<file path="src/rtl/decoder_3x8.sv">
// -----------------------------------------------------------------------------
// decoder_3x8
//   Registered 3-to-8 line decoder with one-hot outputs. The 3-bit select
//   {A2, A1, A0} is decoded and captured on every rising clk edge, so the D
//   lines are glitch-free and clock-aligned. There is no combinational path
//   from A to D.
//
// Ports
//   clk      in   1  system clock, rising-edge active
//   rst      in   1  asynchronous, active-high reset; forces all D lines to 0
//   A0..A2   in   1  select bits, A2 is the MSB
//   D0..D7   out  1  one-hot decoded lines; Dn = 1 iff the registered select
//                    equals n. All zero only during/after reset, or for a
//                    cycle in which the select was unknown.
// -----------------------------------------------------------------------------
module decoder_3x8 (
  input  logic clk,
  input  logic rst,
  input  logic A0,
  input  logic A1,
  input  logic A2,
  output logic D0,
  output logic D1,
  output logic D2,
  output logic D3,
  output logic D4,
  output logic D5,
  output logic D6,
  output logic D7
);

  logic [2:0] w_sel;
  logic [7:0] w_dec;
  logic [7:0] r_dec;

  assign w_sel = {A2, A1, A0};

  // An unknown select matches none of the explicit items and falls into
  // the default, so an X/Z select registers all-zero rather than a
  // multi-hot pattern.
  always_comb begin
    w_dec = 8'h00;
    case (w_sel)
      3'd0:    w_dec = 8'h01;
      3'd1:    w_dec = 8'h02;
      3'd2:    w_dec = 8'h04;
      3'd3:    w_dec = 8'h08;
      3'd4:    w_dec = 8'h10;
      3'd5:    w_dec = 8'h20;
      3'd6:    w_dec = 8'h40;
      3'd7:    w_dec = 8'h80;
      default: w_dec = 8'h00;
    endcase
  end

  always_ff @(posedge clk or posedge rst) begin
    if (rst) begin
      r_dec <= 8'h00;
    end else begin
      r_dec <= w_dec;
    end
  end

  assign D0 = r_dec[0];
  assign D1 = r_dec[1];
  assign D2 = r_dec[2];
  assign D3 = r_dec[3];
  assign D4 = r_dec[4];
  assign D5 = r_dec[5];
  assign D6 = r_dec[6];
  assign D7 = r_dec[7];

endmodule

</file>
<file path="config.mk">
export PLATFORM = sky130hd
export DESIGN_NAME = decoder_3x8
export DESIGN_NICKNAME = d
export VERILOG_FILES = /design/src/rtl/decoder_3x8.sv
export SDC_FILE = /design/constraint.sdc
export NUM_CORES = 1
export LEC_CHECK = 0
export ABC_AREA = 1
export CORE_AREA = 5 5 42 44
export DETAILED_ROUTE_END_ITERATION = 10
export DIE_AREA = 0 0 47 49
export PLACE_DENSITY_LB_ADDON = 0.15
export SETUP_SLACK_MARGIN = 0.1
export SLEW_MARGIN = 20
export SYNTH_ARGS = -nofsm -noshare
export SYNTH_HDL_FRONTEND = slang
export SYNTH_SLANG_ARGS = --single-unit
export TNS_END_PERCENT = 20
</file>
<file path="constraint.sdc">
create_clock -name clk -period 0.8 [get_ports clk]
set_input_delay 0.24 -clock clk [delete_from_list [all_inputs] [get_ports clk]]
set_output_delay 0.24 -clock clk [all_outputs]
set_load 0.01 [all_outputs]
</file>
Yosys cells after proc, flatten, opt, wreduce, memory -nomap -nowiden
Memories as Yosys holds them, arrays and structs flattened. A register that Yosys moved wholly into a read port is not among the register bits.
Index checks and enable logic that the tools add are counted.
{ "totals": {"ff_bits": 0, "mem_bits_ro": 64, "in_bits": 5, "out_inout_bits": 8, "word_cells": 1, "n_memories": 1} }
{ "mem_list": {"columns": ["memory", "words", "word_bits", "read_ports", "rd_ports_with_merged_regs", "write_ports", "line", "text"], "rows": [
  ["(name not given)", 8, 8, 1, 1, 0, "43", "case (w_sel)"]
]} }

Longest topological paths before layout
Gate-level depths: netlist of run 1.
{ "depth": {"depth_word": 0, "ltp_mapped": 3} }

Worst setup path after synthesis of run 1
No wires, ideal clock.
{ "synth_timing": {"path_kind": "reg-to-output", "startpoint": "register r_dec[0]", "endpoint": "output port D0", "arrival_ps": 376, "required_ps": 560, "slack_ps": 184, "stages_incl_launch_ff": 1, "cell_sequence": "dfrtp_1"} }
{ "synth_rtl": {"columns": ["element", "line", "text"], "rows": [
  ["start: declaration", "34", "logic [7:0] r_dec;"],
  ["end: declaration", "22", "output logic D0,"]
]} }
No word-level cell between the ends.

Worst setup path after layout of run 1
{ "layout_timing": {"startpoint": "register r_dec[6]", "endpoint": "output port D6"} }
{ "layout_rtl": {"columns": ["element", "line", "text"], "rows": [
  ["end: declaration", "28", "output logic D6,"]
]} }
No word-level cell between the ends.

==> results of run 1 <==
## synth_stat cells
| library cell | n | area [um2] |
|---|---|---|
| sky130_fd_sc_hd__nor2_1 | 8 | 30.0 |
| sky130_fd_sc_hd__dfrtp_1 | 8 | 200 |
| sky130_fd_sc_hd__inv_1 | 3 | 11.3 |
| sky130_fd_sc_hd__nand2_1 | 4 | 15.0 |
| sky130_fd_sc_hd__inv_2 | 1 | 3.75 |
## logic make-up (layout without fill, tap and decap cells)
family / count (synthesis) / after routing / share of synthesized area [%]
buffers and inverters: 4 / 19 / 5.77
AND/OR/NAND/NOR: 12 / 12 / 17.3
flip-flops: 8 / 8 / 76.9
## cell type report
cell class | count | area, um2 | share of cell area (%)
Tap cell | 16 | 20.0 | 5.19
Sequential cell | 8 | 200 | 51.9
Clock buffer | 3 | 22.5 | 5.84
Multi-Input combinational cell | 12 | 45.0 | 11.7
Timing Repair Buffer | 12 | 82.6 | 21.4
Inverter | 4 | 15.0 | 3.90
## routing by layer
layer | share of wire, % | up-vias | GRT usage (%)
met1 | 35 | 83 | 5.41
met5 | 0 | - | 0
met3 | 13 | 2 | 2.21
li1 | - | 99 | -
met4 | 3.6 | 0 | 8.29
met2 | 49 | 11 | 6.56
## where the power goes
part           switching [uW]  internal (uW)
Sequential               3.24            420
Combinational            41.6           31.1
Clock                     136            172
Total                     180            623
## how the worst min path moves through the flow
stage	to	slack [ns]	startpoint
2_1_floorplan	r_dec[0]	0.06	rst
3_3_place_gp	r_dec[3]	0.50	rst
3_5_place_dp	r_dec[0]	0.50	rst
4_1_cts	r_dec[3]	0.24	rst
5_1_grt	r_dec[3]	0.26	rst
6_report	r_dec[0]	0.23	rst
## stage by stage
step / setup slack, ns / hold slack, ns / cells / util [%] / power, uW
after global routing: -0.213 / 0.263 / 55 / 27.5 / 842
after detailed placement: -0.279 / 0.501 / 52 / 28.6 / 524
final: -0.179 / 0.226 / 55 / 27.5 / 803
after floorplan: 0.184 / 0.0557 / 24 / - / 464
after CTS: -0.191 / 0.237 / 55 / 27.1 / 809
after global placement: -0.273 / 0.500 / 52 / 28.6 / 523
## repair_timing
item / 4_1_cts / 5_1_grt
resized for setup: 35 / 1
hold buffers: 0 / 0
endpoints found under the setup margin: 16 / 8
==> reports/results.ini, run 1 <==
[outcome]
status = complete, but fails checks
failed_checks = negative setup slack

[drt]
drt_pre_antenna_iters = 2
detail_route.wirelength_um = 475
detail-route-antenna-nets = 0
drc = 0
first_iteration_detailed_routing_drc_count = 3
detailroute.via_count = 195
vias_per_cell = 3.55
routed_wire_length_per_instance_um = 8.64

[global_route]
number_of_global_route_vias_before_repair = 206
grt_pass1_wl_um = 800
grt_overflow_total = 0
grt_max_degree = 9
antenna_found_initial = 0
grt_usage_pct = 5.46

[synthesis]
synth.ff_latch_count = 8
syn_area_per_cell_um2 = 10.8
yosysSeqAreaShare_pct = 76.9
postSynthCellCount = 24
synth_cell_type_count = 5
syn_nets = 29
ys_warn_count = 0
syn-cell-area_um2 = 260

[setup_path]
setup.worst_path.end = D6
worst_setup_path_end_kind = output pin
cp-start-kind = register
critical_path.max_fanout = 1
worstPathRequired_ns = 0.56
crit_arrival_ns = 0.74
critPathSlowestCell = sky130_fd_sc_hd__dfrtp_1
crit_buf_inv = 1
cpPeakStageDelay_ns = 0.35
path_class = register to output pin
worstSetupStartpoint = r_dec[6]
worstSetupPathDepth = 1
timing.critical_path.max_delay_family = flip-flops
crit_path_cell_trace = buf_2

[clock_tree]
clock_tree.root_cell = sky130_fd_sc_hd__clkbuf_4
cts_setup_buffers = 0
cts.sinks = 8
cts_max_level = 1
cts_tree = done
max-clock-path-buffers = 2
cts_made_buffers = 3
cts.clk_slew.worst_paths_ns = 0.05

[die]
fp.dieW_um = 47
initial_utilization_pct = 18.6
placement_rows = 14
design.die.area_um2 = 2300
num_io_pins = 13
core_um2 = 1400
chipHeight_um = 49

[pwr]
powerDensity_nw_per_um2 = 2080
vdd_ir_drop_max_mv = 0.580
power.leakage_uw = 0.000229

[layout]
diodes = 0
reg_with_most_ffs = r_dec
final_layout_size_suffix_gt1_share_pct = 30.8
layout_common_cells = sky130_fd_sc_hd__nor2_1 (8), sky130_fd_sc_hd__dfrtp_1 (8), sky130_fd_sc_hd__buf_2 (7)
syn2layout_area_growth_pct = 48.1
largest_register_ff_count = 8
largest_registers = r_dec (8)
final_stage_net_count = 46
filler_cell_count = 162
layout.cell_area.non_filler_um2 = 385

[worst_hold_path]
hold_path.class = primary input to async pin

[placed_design]
place.port_buffers = 12
gpl.final_weighted_congestion = 0.811
postPlaceCellArea_um2 = 400
dpl.hpwl_um = 381

[timing]
fmaxAchievable_mhz = 1020
slew_violations = 0
final_period_minus_worst_setup_slack_ns = 0.979
rsz_0062_raised_after_global_routing = true
setup_violations = 8
final_hold_violation_count = 0
fin_ws_ns = -0.179
fin_crit_sh_pct = 122
relSlewSlack_pct = 80.8
transition_time_of_the_tightest_slew_check_pin_ns = 0.287
setup-tns-final_ns = -1.40

[flow_run]
maxCapViolations = 0

(Power assumes the default switching activity.)
==> run 2, diff against run 1 <==
Settings changed: MAX_ROUTING_LAYER set to met4.
==> results of run 2 <==
No change in the layout: final DEF, timing and power equal those of run 1.
Among the figures that moved: final weighted congestion in routability-driven placement 0.811 -> 0.823; overall routing resource usage 5.46% -> 5.60%
